[src/rtl/fifo_pkg.sv]
// Shared constants and types for the 128-bit synchronous FIFO.
// Word width, depth and the pointer/count widths derived from them.
package fifo_pkg;

    localparam int DATA_W = 128;
    localparam int DEPTH  = 16;
    localparam int AW     = $clog2(DEPTH);

    typedef logic [DATA_W-1:0] word_t;
    typedef logic [AW-1:0]     ptr_t;
    typedef logic [AW:0]       cnt_t;

endpackage

[src/rtl/fifo_mem.sv]
// Simple dual-port RAM: synchronous write, registered synchronous read.
// Only the read register is reset; the array itself is left untouched.
module fifo_mem
    import fifo_pkg::*;
(
    input  logic  clk,
    input  logic  reset,
    input  logic  wr_en,
    input  ptr_t  wr_addr,
    input  word_t wr_data,
    input  logic  rd_en,
    input  ptr_t  rd_addr,
    output word_t rd_data
);

    word_t mem [DEPTH];

    always_ff @(posedge clk) begin
        if (wr_en) begin
            mem[wr_addr] <= wr_data;
        end
    end

    // Same-address read+write returns the old word (no bypass).
    always_ff @(posedge clk) begin
        if (!reset) begin
            rd_data <= '0;
        end else if (rd_en) begin
            rd_data <= mem[rd_addr];
        end
    end

endmodule

[src/rtl/sync_fifo_128.sv]
// Single-clock 128-bit FIFO with registered full/empty/almost flags.
// Define FIFO_ERR_FLAGS_EN to add o_overflow/o_underflow pulse outputs.
module sync_fifo_128
    import fifo_pkg::*;
#(
    parameter int ALM_FULL  = 12,
    parameter int ALM_EMPTY = 4
) (
    input  logic  clk,
    input  logic  reset,
    input  logic  i_wren,
    input  logic  i_rden,
    input  word_t i_wrdata,
    output logic  o_full,
    output logic  o_empty,
    output logic  o_alm_full,
    output logic  o_alm_empty,
`ifdef FIFO_ERR_FLAGS_EN
    output logic  o_overflow,
    output logic  o_underflow,
`endif
    output word_t o_rddata
);

    ptr_t wr_ptr_q;
    ptr_t rd_ptr_q;
    cnt_t count_q;
    cnt_t count_nxt;
    logic wr_acc;
    logic rd_acc;

    assign rd_acc = i_rden & ~o_empty;
    assign wr_acc = i_wren & (~o_full | rd_acc);

    always_comb begin
        count_nxt = count_q + cnt_t'(wr_acc) - cnt_t'(rd_acc);
    end

    always_ff @(posedge clk) begin
        if (!reset) begin
            wr_ptr_q    <= '0;
            rd_ptr_q    <= '0;
            count_q     <= '0;
            o_full      <= 1'b0;
            o_empty     <= 1'b1;
            o_alm_full  <= 1'b0;
            o_alm_empty <= 1'b1;
        end else begin
            if (wr_acc) begin
                wr_ptr_q <= wr_ptr_q + ptr_t'(1);
            end
            if (rd_acc) begin
                rd_ptr_q <= rd_ptr_q + ptr_t'(1);
            end
            count_q     <= count_nxt;
            // Flags track next-count so they line up with count_q.
            o_full      <= (count_nxt == cnt_t'(DEPTH));
            o_empty     <= (count_nxt == '0);
            o_alm_full  <= (count_nxt >= cnt_t'(ALM_FULL));
            o_alm_empty <= (count_nxt <= cnt_t'(ALM_EMPTY));
        end
    end

`ifdef FIFO_ERR_FLAGS_EN
    always_ff @(posedge clk) begin
        if (!reset) begin
            o_overflow  <= 1'b0;
            o_underflow <= 1'b0;
        end else begin
            o_overflow  <= i_wren & ~wr_acc;
            o_underflow <= i_rden & o_empty;
        end
    end
`endif

    fifo_mem u_mem (
        .clk     (clk),
        .reset   (reset),
        .wr_en   (wr_acc),
        .wr_addr (wr_ptr_q),
        .wr_data (i_wrdata),
        .rd_en   (rd_acc),
        .rd_addr (rd_ptr_q),
        .rd_data (o_rddata)
    );

endmodule

[config.mk]
export PLATFORM = sky130hd
export DESIGN_NAME = sync_fifo_128
export DESIGN_NICKNAME = d
export VERILOG_FILES = /design/src/rtl/fifo_pkg.sv /design/src/rtl/fifo_mem.sv /design/src/rtl/sync_fifo_128.sv
export SDC_FILE = /design/constraint.sdc
export NUM_CORES = 2
export LEC_CHECK = 0
export BUFFER_PORTS_ARGS = -buffer_cell sky130_fd_sc_hd__buf_2
export CORE_MARGIN = 5
export CORE_UTILIZATION = 50
export DETAILED_ROUTE_END_ITERATION = 8
export PLACE_DENSITY = 0.66
export SYNTH_ARGS = -nofsm -noshare
export SYNTH_HDL_FRONTEND = slang
export SYNTH_SLANG_ARGS = --single-unit
[constraint.sdc]
create_clock -name clk -period 18.9 [get_ports clk]
set_input_delay 5.67 -clock clk [delete_from_list [all_inputs] [get_ports clk]]
set_output_delay 5.67 -clock clk [all_outputs]
set_load 0.03 [all_outputs]
==> results.yml <==
clock_network:
  cts-root-buf: "clkbuf_16"
  cts_resized: 0
  clk_path_buf_depth: 3
  cts_buffers: 214
  holdBufCountCts: 0
  post_cts_buffers: 0
  clk_pin_slew_ps: 60
  htreeDepth: 4
  cts_tree: "done"
  clk_latency_ps: 860
  cts.sinks: 2193
global_route:
  antenna_found_initial: 37
  grt_overflow: 0
  grt_util_all_layers_pct: 21.48
  first_global_vias: 39170
  grt_max_degree: 130
  grt_first_pass_wirelength_um: 267200
timing:
  finalClockSkew_ps: 77.68
  finalSetupTns_ps: 0
  worstMarginPinSlew_ps: 1172
  slew_headroom_pct: 21.88
  fin_ws_ps: 10310
  post-route-period-util_pct: 45.44
  fin_crit_ps: 8588
  fmax_mhz: 116.4
  hold_viol: 0
  rsz0062_at_grt: "no"
  holdWs_ps: 472.7
  maxSlewViolCount: 0
  setup_viol: 0
placement:
  dp.final_hpwl_um: 96300
  io_buffers: 263
  gp_congestion: 0.7372
  place_ws_ps: 9389
  placed_cells: 5834
die:
  ios: 264
  die_w_um: 413.6
  die-area_sq_mm: 0.1711
  fp.dieH_um: 413.6
  rows: 148
  initial_core_util_pct: 50.16
  core_sq_mm: 0.1624
routing:
  num_vias: 37690
  wl_per_cell_um: 29.20
  firstDrtPassIters: 8
  drc: 0
  drtAntennaViolNets: 0
  finalWirelength_um: 182800
  avgViaCountPerCell: 6.020
  first_iter_violations: 3881
worst_hold_path:
  hold_class: "reg2reg"
cells_and_area:
  nNetsFinal: 4018
  instances_no_fill: 6261
  drive_gt1_share_pct: 29.05
  areaGrowthSynthToFinish_pct: 13.23
logic_synthesis:
  syn-instance-count: 3515
  ys_warn_count: 0
  yosysUniqueCellTypes: 40
  ys_seq_elements: 2193
  syn_avg_cell_area_sq_um: 23.18
  synth_ff_type: "edfxtp_1"
  synth_edf_count: 2048
  synth_seq_area_share_pct: 79.06
  async_flop_share_pct: 0
  netlist_area_sq_mm: 0.08146
  syn_nets: 3658
setup_path:
  critPathArrivalTime_ps: 9060
  startpoint_type: "primary input"
  critPathMaxFanout: 34
  required_ps: 19370
  cp-end-kind: "register"
  critical_path_class: "in2reg"
status:
  status: "completed"
power_and_ir_drop:
  peakVddDrop_v: 0.00009962
  p_leak_nw: 29.25
  cellPowerDensity_mw_per_mm2: 119.3
job:
  maxCapViolCount: 0
==> cells by family (layout without fill, tap and decap cells) <==
family / count (synthesis) / after routing / synth area share (%)
fa+ha+maj: 11 / 11 / 0.1782
simple gates: 155 / 155 / 0.8140
buf+inv: 203 / 754 / 1.298
other cells: 0 / 20 / 0
mux: 675 / 675 / 16.16
xor+xnor: 8 / 8 / 0.08601
flops: 2193 / 2193 / 79.06
compound gates: 270 / 270 / 2.410
==> cell usage after synthesis (10+ instances only) <==
cell      instances  area [sq um]
mux2i_1         163          1632
mux4_2          512         11530
o21ai_0          36         180.2
a22oi_1          91         683.2
nor2_1           19         71.32
buf_4            22         165.2
o211ai_1         92         690.7
buf_2            97         485.5
and2_1           10         62.56
edfxtp_1       2048         61500
dfxtp_1         145          2903
clkbuf_1         56         210.2
nand2_1         106         397.9
ha_1             10         125.1
a221oi_1         34         297.8
buf_6            12         135.1
==> flip-flops by register name (all words and copies together) (netlist names) <==
| signal | cells |
|---|---|
| u_mem.mem | 2048 |
| u_mem.rd_data | 128 |
| count_q | 5 |
| rd_ptr_q | 4 |
| wr_ptr_q | 4 |
| o_alm_empty | 1 |
| o_alm_full | 1 |
| o_empty | 1 |
| o_full | 1 |
==> placed cells by master (no fill, tap or decap), types with 34 or more instances in the layout <==
cell type,instances
clkbuf_1,62
nand2_1,106
buf_2,263
clkinv_1,45
a221oi_1,34
dfxtp_1,142
buf_4,67
clkinv_2,35
a22oi_1,91
edfxtp_1,2048
o211ai_1,92
mux2i_1,163
mux4_2,512
clkbuf_16,215
o21ai_0,36
==> path summary, 6_finish.rpt <==
| kind | from | to | slack (ps) | depth (start not counted) |
|---|---|---|---|---|
| setup / recovery | i_rden | u_mem.mem[11][39] | 10310 | 7 |
| hold / removal | u_mem.rd_data[80] | u_mem.rd_data[80] | 470 | 2 |
| setup reg to reg | rd_ptr_q[1] | u_mem.rd_data[75] | 14080 | 7 |
| hold reg to reg | u_mem.rd_data[80] | u_mem.rd_data[80] | 470 | 2 |
==> through the flow <==
step | util, % | cell area [sq um] | power [mW]
after global routing | 56.77 | 92200 | 11.39
after floorplan | - | 81460 | 6.584
after CTS | 56.77 | 92190 | 11.10
after detailed placement | 52.50 | 85250 | 6.987
after global placement | 52.50 | 85250 | 6.974
final | 56.80 | 92240 | 11.00
==> critical path: stages <==
cell	delay [ps]
buf_2	70
nand2b_1	190
a21boi_2	560
nand2_1	390
nor2_4	880
buf_4	630
buf_4	600
==> report_power, final <==
group	internal [mW]	leakage [nW]	switching [mW]	total, mW
clock	2.33	3.38	1.81	4.14
sequential	5.50	19.7	0.113	5.61
combinational	0.504	6.17	0.742	1.25
==> layout make-up <==
class | instances | area [sq um]
diodes | 20 | 50.05
clock buffers | 298 | 5902
clock inverters | 109 | 1033
fillers | 11790 | 70160
inverters | 12 | 52.55
multi-input cells | 1119 | 16150
flip-flops and latches | 2193 | 64410
well taps | 2175 | 2721
repair buffers | 335 | 1919
==> metal layers <==
metal / share of wire (%) / global-route usage, %
met4: 2.7 / 6.228
met3: 6.9 / 4.323
met5: 0.026 / 0
met2: 49 / 34.57
met1: 42 / 30.30
(Power assumes the default switching activity.)
